### config.mk
export PLATFORM = sky130hd
export DESIGN_NAME = fetch_unit
export DESIGN_NICKNAME = d
export VERILOG_FILES = /design/src/rtl/fetch_pkg.sv /design/src/rtl/fetch_queue.sv /design/src/rtl/fetch_unit.sv
export SDC_FILE = /design/constraint.sdc
export NUM_CORES = 1
export LEC_CHECK = 0
export ABC_AREA = 1
export CORE_MARGIN = 4
export CORE_UTILIZATION = 54
export DETAILED_ROUTE_END_ITERATION = 10
export GPL_ROUTABILITY_DRIVEN = 0
export HOLD_SLACK_MARGIN = 0.1
export PLACE_DENSITY = 0.82
export REMOVE_ABC_BUFFERS = 1
export SYNTH_ARGS = -nofsm -noshare
export SYNTH_HDL_FRONTEND = slang
export SYNTH_SLANG_ARGS = --single-unit
### constraint.sdc
create_clock -name clk -period 5.7 [get_ports clk]
set_input_delay 1.14 -clock clk [delete_from_list [all_inputs] [get_ports clk]]
set_output_delay 1.14 -clock clk [all_outputs]
set_load 0.005 [all_outputs]
### src/rtl/fetch_pkg.sv
// Shared types and constants for the instruction fetch slice.
package fetch_pkg;

  typedef enum logic [1:0] {
    BOOT  = 2'd0,
    RUN   = 2'd1,
    DRAIN = 2'd2
  } fetch_state_e;

  localparam int XLEN_DEFAULT = 32;
  localparam int INSTR_W      = 32;

endpackage

### src/rtl/fetch_queue.sv
// Prefetch FIFO: power-of-two depth, flush beats push/pop, head visible combinationally.
module fetch_queue #(
  parameter int WIDTH = 64,
  parameter int DEPTH = 4
) (
  input  logic                           clk,
  input  logic                           rst,
  input  logic                           push,
  input  logic [WIDTH-1:0]               push_data,
  input  logic                           pop,
  input  logic                           flush,
  output logic [WIDTH-1:0]               head_data,
  output logic                           full,
  output logic                           empty,
  output logic [$clog2(DEPTH+1)-1:0]     count
);

  localparam int AW = $clog2(DEPTH);
  localparam int CW = $clog2(DEPTH+1);

  logic [WIDTH-1:0] mem_q [DEPTH];
  logic [AW-1:0]    wr_ptr_q, wr_ptr_d;
  logic [AW-1:0]    rd_ptr_q, rd_ptr_d;
  logic [CW-1:0]    count_q, count_d;
  logic             do_push, do_pop;

  assign full      = (count_q == CW'(DEPTH));
  assign empty     = (count_q == '0);
  assign count     = count_q;
  assign head_data = mem_q[rd_ptr_q];

  assign do_push = push && !full && !flush;
  assign do_pop  = pop && !empty && !flush;

  always_comb begin
    // NOTE: every output of a combinational block gets a default first, so no path leaves it unassigned and infers a latch.
    wr_ptr_d = wr_ptr_q;
    rd_ptr_d = rd_ptr_q;
    count_d  = count_q;
    if (flush) begin
      wr_ptr_d = '0;
      rd_ptr_d = '0;
      count_d  = '0;
    end else begin
      // Pointers are DEPTH-sized, so natural overflow is the modulo wrap.
      if (do_push) wr_ptr_d = wr_ptr_q + AW'(1);
      if (do_pop)  rd_ptr_d = rd_ptr_q + AW'(1);
      count_d = count_q + CW'(do_push) - CW'(do_pop);
    end
  end

  always_ff @(posedge clk) begin
    // NOTE: sequential state uses non-blocking assignments so every flop samples pre-edge values.
    if (rst) begin
      wr_ptr_q <= '0;
      rd_ptr_q <= '0;
      count_q  <= '0;
    end else begin
      wr_ptr_q <= wr_ptr_d;
      rd_ptr_q <= rd_ptr_d;
      count_q  <= count_d;
    end
  end

  // NOTE: storage is not reset; emptiness is tracked by count_q, and a reset here would block RAM mapping.
  always_ff @(posedge clk) begin
    if (do_push) mem_q[wr_ptr_q] <= push_data;
  end

endmodule

### src/rtl/fetch_unit.sv
// Instruction fetch: issues word fetches, buffers in-order responses, redirects on taken control flow.
module fetch_unit
  import fetch_pkg::*;
#(
  parameter int              XLEN         = XLEN_DEFAULT,
  parameter int              QDEPTH       = 4,
  parameter logic [XLEN-1:0] RESET_VECTOR = 32'h0000_0000
) (
  input  logic               clk,
  input  logic               rst,
  output logic               imem_req_valid,
  input  logic               imem_req_ready,
  output logic [XLEN-1:0]    imem_req_addr,
  input  logic               imem_rsp_valid,
  input  logic [INSTR_W-1:0] imem_rsp_data,
  input  logic               redir_valid,
  input  logic               redir_use_rs1,
  input  logic [XLEN-1:0]    redir_pc,
  input  logic [XLEN-1:0]    redir_rs1,
  input  logic [XLEN-1:0]    redir_imm,
  output logic               dec_valid,
  input  logic               dec_ready,
  output logic [INSTR_W-1:0] dec_instr,
  output logic [XLEN-1:0]    dec_pc,
  output logic [XLEN-1:0]    dec_pc_plus4,
  output logic               misalign_err
);

  localparam int CW = $clog2(QDEPTH+1);
  localparam int QW = INSTR_W + XLEN;

  fetch_state_e    state_q, state_d;
  logic [XLEN-1:0] pc_q, pc_d;
  logic [CW-1:0]   outst_q, outst_d;
  logic            misalign_q, misalign_d;

  logic [XLEN-1:0] redir_sum, redir_target;
  logic            redir_mis;
  logic            req_fire, rsp_in, dec_fire, q_push;
  logic [XLEN-1:0] rsp_pc;
  logic [QW-1:0]   q_head;
  logic [CW-1:0]   q_count;
  logic            q_full, q_empty;

  always_comb begin
    redir_sum = (redir_use_rs1 ? redir_rs1 : redir_pc) + redir_imm;
    if (redir_use_rs1) redir_sum[0] = 1'b0;
    redir_mis    = redir_sum[1];
    redir_target = redir_sum;
    redir_target[1:0] = 2'b00;
  end

  assign imem_req_valid = (state_q == RUN) && !q_full &&
                          ((int'(q_count) + int'(outst_q)) < QDEPTH);
  assign imem_req_addr  = pc_q;
  assign req_fire       = imem_req_valid && imem_req_ready;
  assign rsp_in         = imem_rsp_valid && (outst_q != '0);
  assign dec_fire       = dec_valid && dec_ready;
  assign q_push         = rsp_in && (state_q == RUN) && !redir_valid;

  // In RUN the in-flight requests cover consecutive words ending just below pc_q,
  // so the oldest one (the response arriving now) sits outst_q words back.
  assign rsp_pc = pc_q - (XLEN'(outst_q) << 2);

  always_comb begin
    pc_d       = pc_q;
    state_d    = state_q;
    outst_d    = outst_q + CW'(req_fire) - CW'(rsp_in);
    misalign_d = redir_valid && redir_mis;

    if (req_fire) pc_d = pc_q + XLEN'(4);

    unique case (state_q)
      BOOT:    state_d = RUN;
      RUN:     state_d = RUN;
      DRAIN:   if (outst_d == '0) state_d = RUN;
      default: state_d = BOOT;
    endcase

    // Redirect wins over everything else this cycle; in-flight work is drained, not cancelled.
    if (redir_valid) begin
      pc_d    = redir_target;
      state_d = (outst_d != '0) ? DRAIN : RUN;
    end
  end

  always_ff @(posedge clk) begin
    if (rst) begin
      state_q    <= BOOT;
      pc_q       <= RESET_VECTOR;
      outst_q    <= '0;
      misalign_q <= 1'b0;
    end else begin
      state_q    <= state_d;
      pc_q       <= pc_d;
      outst_q    <= outst_d;
      misalign_q <= misalign_d;
    end
  end

  fetch_queue #(
    .WIDTH (QW),
    .DEPTH (QDEPTH)
  ) u_queue (
    .clk       (clk),
    .rst       (rst),
    .push      (q_push),
    .push_data ({imem_rsp_data, rsp_pc}),
    .pop       (dec_fire),
    .flush     (redir_valid),
    .head_data (q_head),
    .full      (q_full),
    .empty     (q_empty),
    .count     (q_count)
  );

  assign dec_valid    = !q_empty;
  assign dec_instr    = q_head[QW-1:XLEN];
  assign dec_pc       = q_head[XLEN-1:0];
  assign dec_pc_plus4 = dec_pc + XLEN'(4);
  assign misalign_err = misalign_q;

endmodule

==> reports/qor.csv <==
metric;value;unit
outcome;finished, final reports clean;
cpLargestDelayFamily;buffers and inverters;
grt_pass1_vias;13296;
critPathRequiredTime;4560;ps
syn_area;16000;um^2
synthAdderAreaFrac;0.0402;
yosysSeqAreaShare;0.522;
hold_viol_final;0;
cp.depth;12;
io_pins;266;
clkSinkCount;293;
drt-met1-wl;16700;um
muxShareOfSynthArea;0;
synth_top_area_frac;0.466;
slowest_delay;800;ps
wl_per_cell;18.0;um
synthTopCellsByCount;387 x nand2_1, 248 x edfxtp_1, 205 x nor2_1;
cts_tree;yes;
yosys.area_share.simple;0.212;
synth_warnings;0;
peakVddDrop;196;uV
drc;0;
worstSetupEndpoint;dec_pc_plus4[29];
worst_hold_slack;444;ps
p_leak;7.53;nW
period_share;0.954;
dr.pass1.iters;8;
fin_crit;5440;ps
setup_viol;0;
skew;18.5;ps
fin_ws;264;ps
h-tree-depth;1;
fmax;184;MHz
yosys.cell_types.count;55;
dp_hpwl;30700;um
drtIter0Drc;1139;
dr_wl_met3;4070;um
placed_cell_area;18800;um^2
synthCells;1766;
cts_buffer_depth;3;
hp-class;reg2reg;
worstMarginPinSlew;1050;ps
path_class;reg2out;
path_clk_slew;60;ps
rr_worst_depth;13;
syn_to_final_growth;23.3;%
cp_common_cell;nand2_1;
routed_wl;43400;um
synth_top_area_cell;edfxtp_1;
rrSetupSlack;2330;ps
synth_ff_type;edfxtp_1;
synth_compound_area_frac;0.123;
highest_layer;met4;
cts_resized;0;
max-slew-margin-rel;0.303;
num_vias;13660;
insertion_delay;530;ps
synthXorXnorAreaFrac;0.0373;
die-area;32400;um^2
synth_enable_flop_cells;248;
fp.dieH;180;um
grt-ovfl-total;0;
crit_fanout;103;
r2r-start;outst_q[2]$_SDFF_PP0_;
io_buffers;259;
critPathSlowestCell;buf_4;
critical_path.endpoint_type;output port;
path_buf_inv;4;
core-area;28900;um^2
rows;62;
dp_slack;901;ps
syn_avg_cell_area;9.05;um^2
powerDensity;283;nW/um^2
cts_hold_buffers;0;
dr_wl_met2;21200;um
crit_path_cell_trace;buf_4 -> nand2_1 -> nand3_1 -> nand2_1 -> inv_1 -> nand2_1 -> inv_1 -> nand2_1 -> nor3_1 -> nand3_1 -> xnor2_1 -> clkdlybuf4s50_1;
synth_most_common_cell;nand2_1;
start_util;0.552;
maxCapViolations;0;
via_per_inst;5.68;
cts_root_buf;clkbuf_16;
cts_made_buffers;28;
antennaDiodeCount;0;
fillers;2172;
maxSlewViolCount;0;
chipWidth;180;um
final_cell_area;19700;um^2
r2r_end;state_q[0]$_SDFFE_PP0P_;
start_kind;flop;
synth_area_leaders;edfxtp_1 47%, nand2_1 9.1%, dfxtp_1 5.6%, nor2_1 4.8%, o21ai_0 4.8%;
ys_seq_elements;293;
arrival;4300;ps
async_flop_share;0;
synth_top_family_by_area;simple AND/OR/NAND/NOR gates;
drive_gt1_frac;0.0628;
rsz0062_at_grt;false;
grt_first_pass_wirelength;68500;um
antenna_found_initial;0;
nets;2186;
track_usage;0.256;
grt_max_degree;104;
cts_setup_buffers;0;
ant_nets;0;
cell families (layout without fill, tap and decap cells):
| kind of cell | count (synthesis) | count (layout) |
|---|---|---|
| and+or+nand+nor | 785 | 785 |
| AOI/OAI and AO/OA | 336 | 336 |
| DFF | 293 | 293 |
| buffers and inverters | 234 | 484 |
| xor gates and xnor gates | 68 | 68 |
| adders and majority gates | 49 | 49 |
| other | 1 | 6 |
stage by stage:
stage | setup TNS, ps | power, mW | std cells | utilization
3_5_place_dp | 0 | 3.80 | 2356 | 0.650
4_1_cts | 0 | 5.57 | 2405 | 0.681
5_1_grt | 0 | 5.83 | 2405 | 0.681
6_report | 0 | 5.57 | 2405 | 0.681
3_3_place_gp | 0 | 3.77 | 2356 | 0.650
2_1_floorplan | -2320 | 3.29 | 1697 | -
flip-flops by register name, indices dropped and copies added (netlist names), named ones only:
signal            cells
u_queue.mem_q       248
misalign_err          1
imem_req_addr        30
u_queue.count         3
u_queue.wr_ptr_q      2
outst_q               3
state_q               2
u_queue.rd_ptr_q      2
final cells by class:
type	instances	area (um^2)	share of cell area
inverter	160	608	0.0309
clock inverter	15	139	0.00705
sequential	293	8350	0.424
multi-input combinational	1244	6650	0.338
timing repair buffer	275	2730	0.138
tap	384	480	0.0244
clock buffer	34	744	0.0378
where the power goes:
part           total, mW  switching (mW)  internal [mW]  leakage (nW)
combinational       1.18           0.697          0.481          4.48
sequential          2.60           0.107           2.50          2.62
clock               1.79           0.738           1.05         0.432
cells in the final DEF (no fill, tap or decap), drive strengths merged, types with 33 or more instances in the layout:
| cell | synthesis | routed |
|---|---|---|
| dfxtp | 45 | 45 |
| a21oi | 96 | 96 |
| edfxtp | 248 | 248 |
| nand2 | 393 | 393 |
| ha | 45 | 45 |
| nor3 | 33 | 33 |
| nand3 | 97 | 97 |
| o21ai | 159 | 159 |
| clkdlybuf4s50 | 0 | 259 |
| xor2 | 55 | 55 |
| clkbuf | 43 | 34 |
| inv | 156 | 156 |
| o22ai | 37 | 37 |
| nor2 | 222 | 222 |
worst min path at each step:
| stage | from | end | slack (ps) | cells after the start |
|---|---|---|---|---|
| after detailed placement | state_q[1]$_SDFFE_PP0P_ | state_q[0]$_SDFFE_PP0P_ | 440 | 1 |
| after global placement | state_q[1]$_SDFFE_PP0P_ | state_q[0]$_SDFFE_PP0P_ | 420 | 1 |
| after global routing | state_q[1]$_SDFFE_PP0P_ | state_q[0]$_SDFFE_PP0P_ | 460 | 1 |
| final | state_q[1]$_SDFFE_PP0P_ | state_q[0]$_SDFFE_PP0P_ | 440 | 1 |
| after floorplan | state_q[1]$_SDFFE_PP0P_ | state_q[0]$_SDFFE_PP0P_ | 410 | 1 |
| after CTS | state_q[1]$_SDFFE_PP0P_ | state_q[0]$_SDFFE_PP0P_ | 450 | 1 |
layer usage:
layer / up-vias / global-route usage
met5: - / 0
met4: 0 / 0.0883
met3: 91 / 0.0541
met2: 738 / 0.442
met1: 6319 / 0.321
li1: 6512 / -
(Power assumes the default switching activity.)
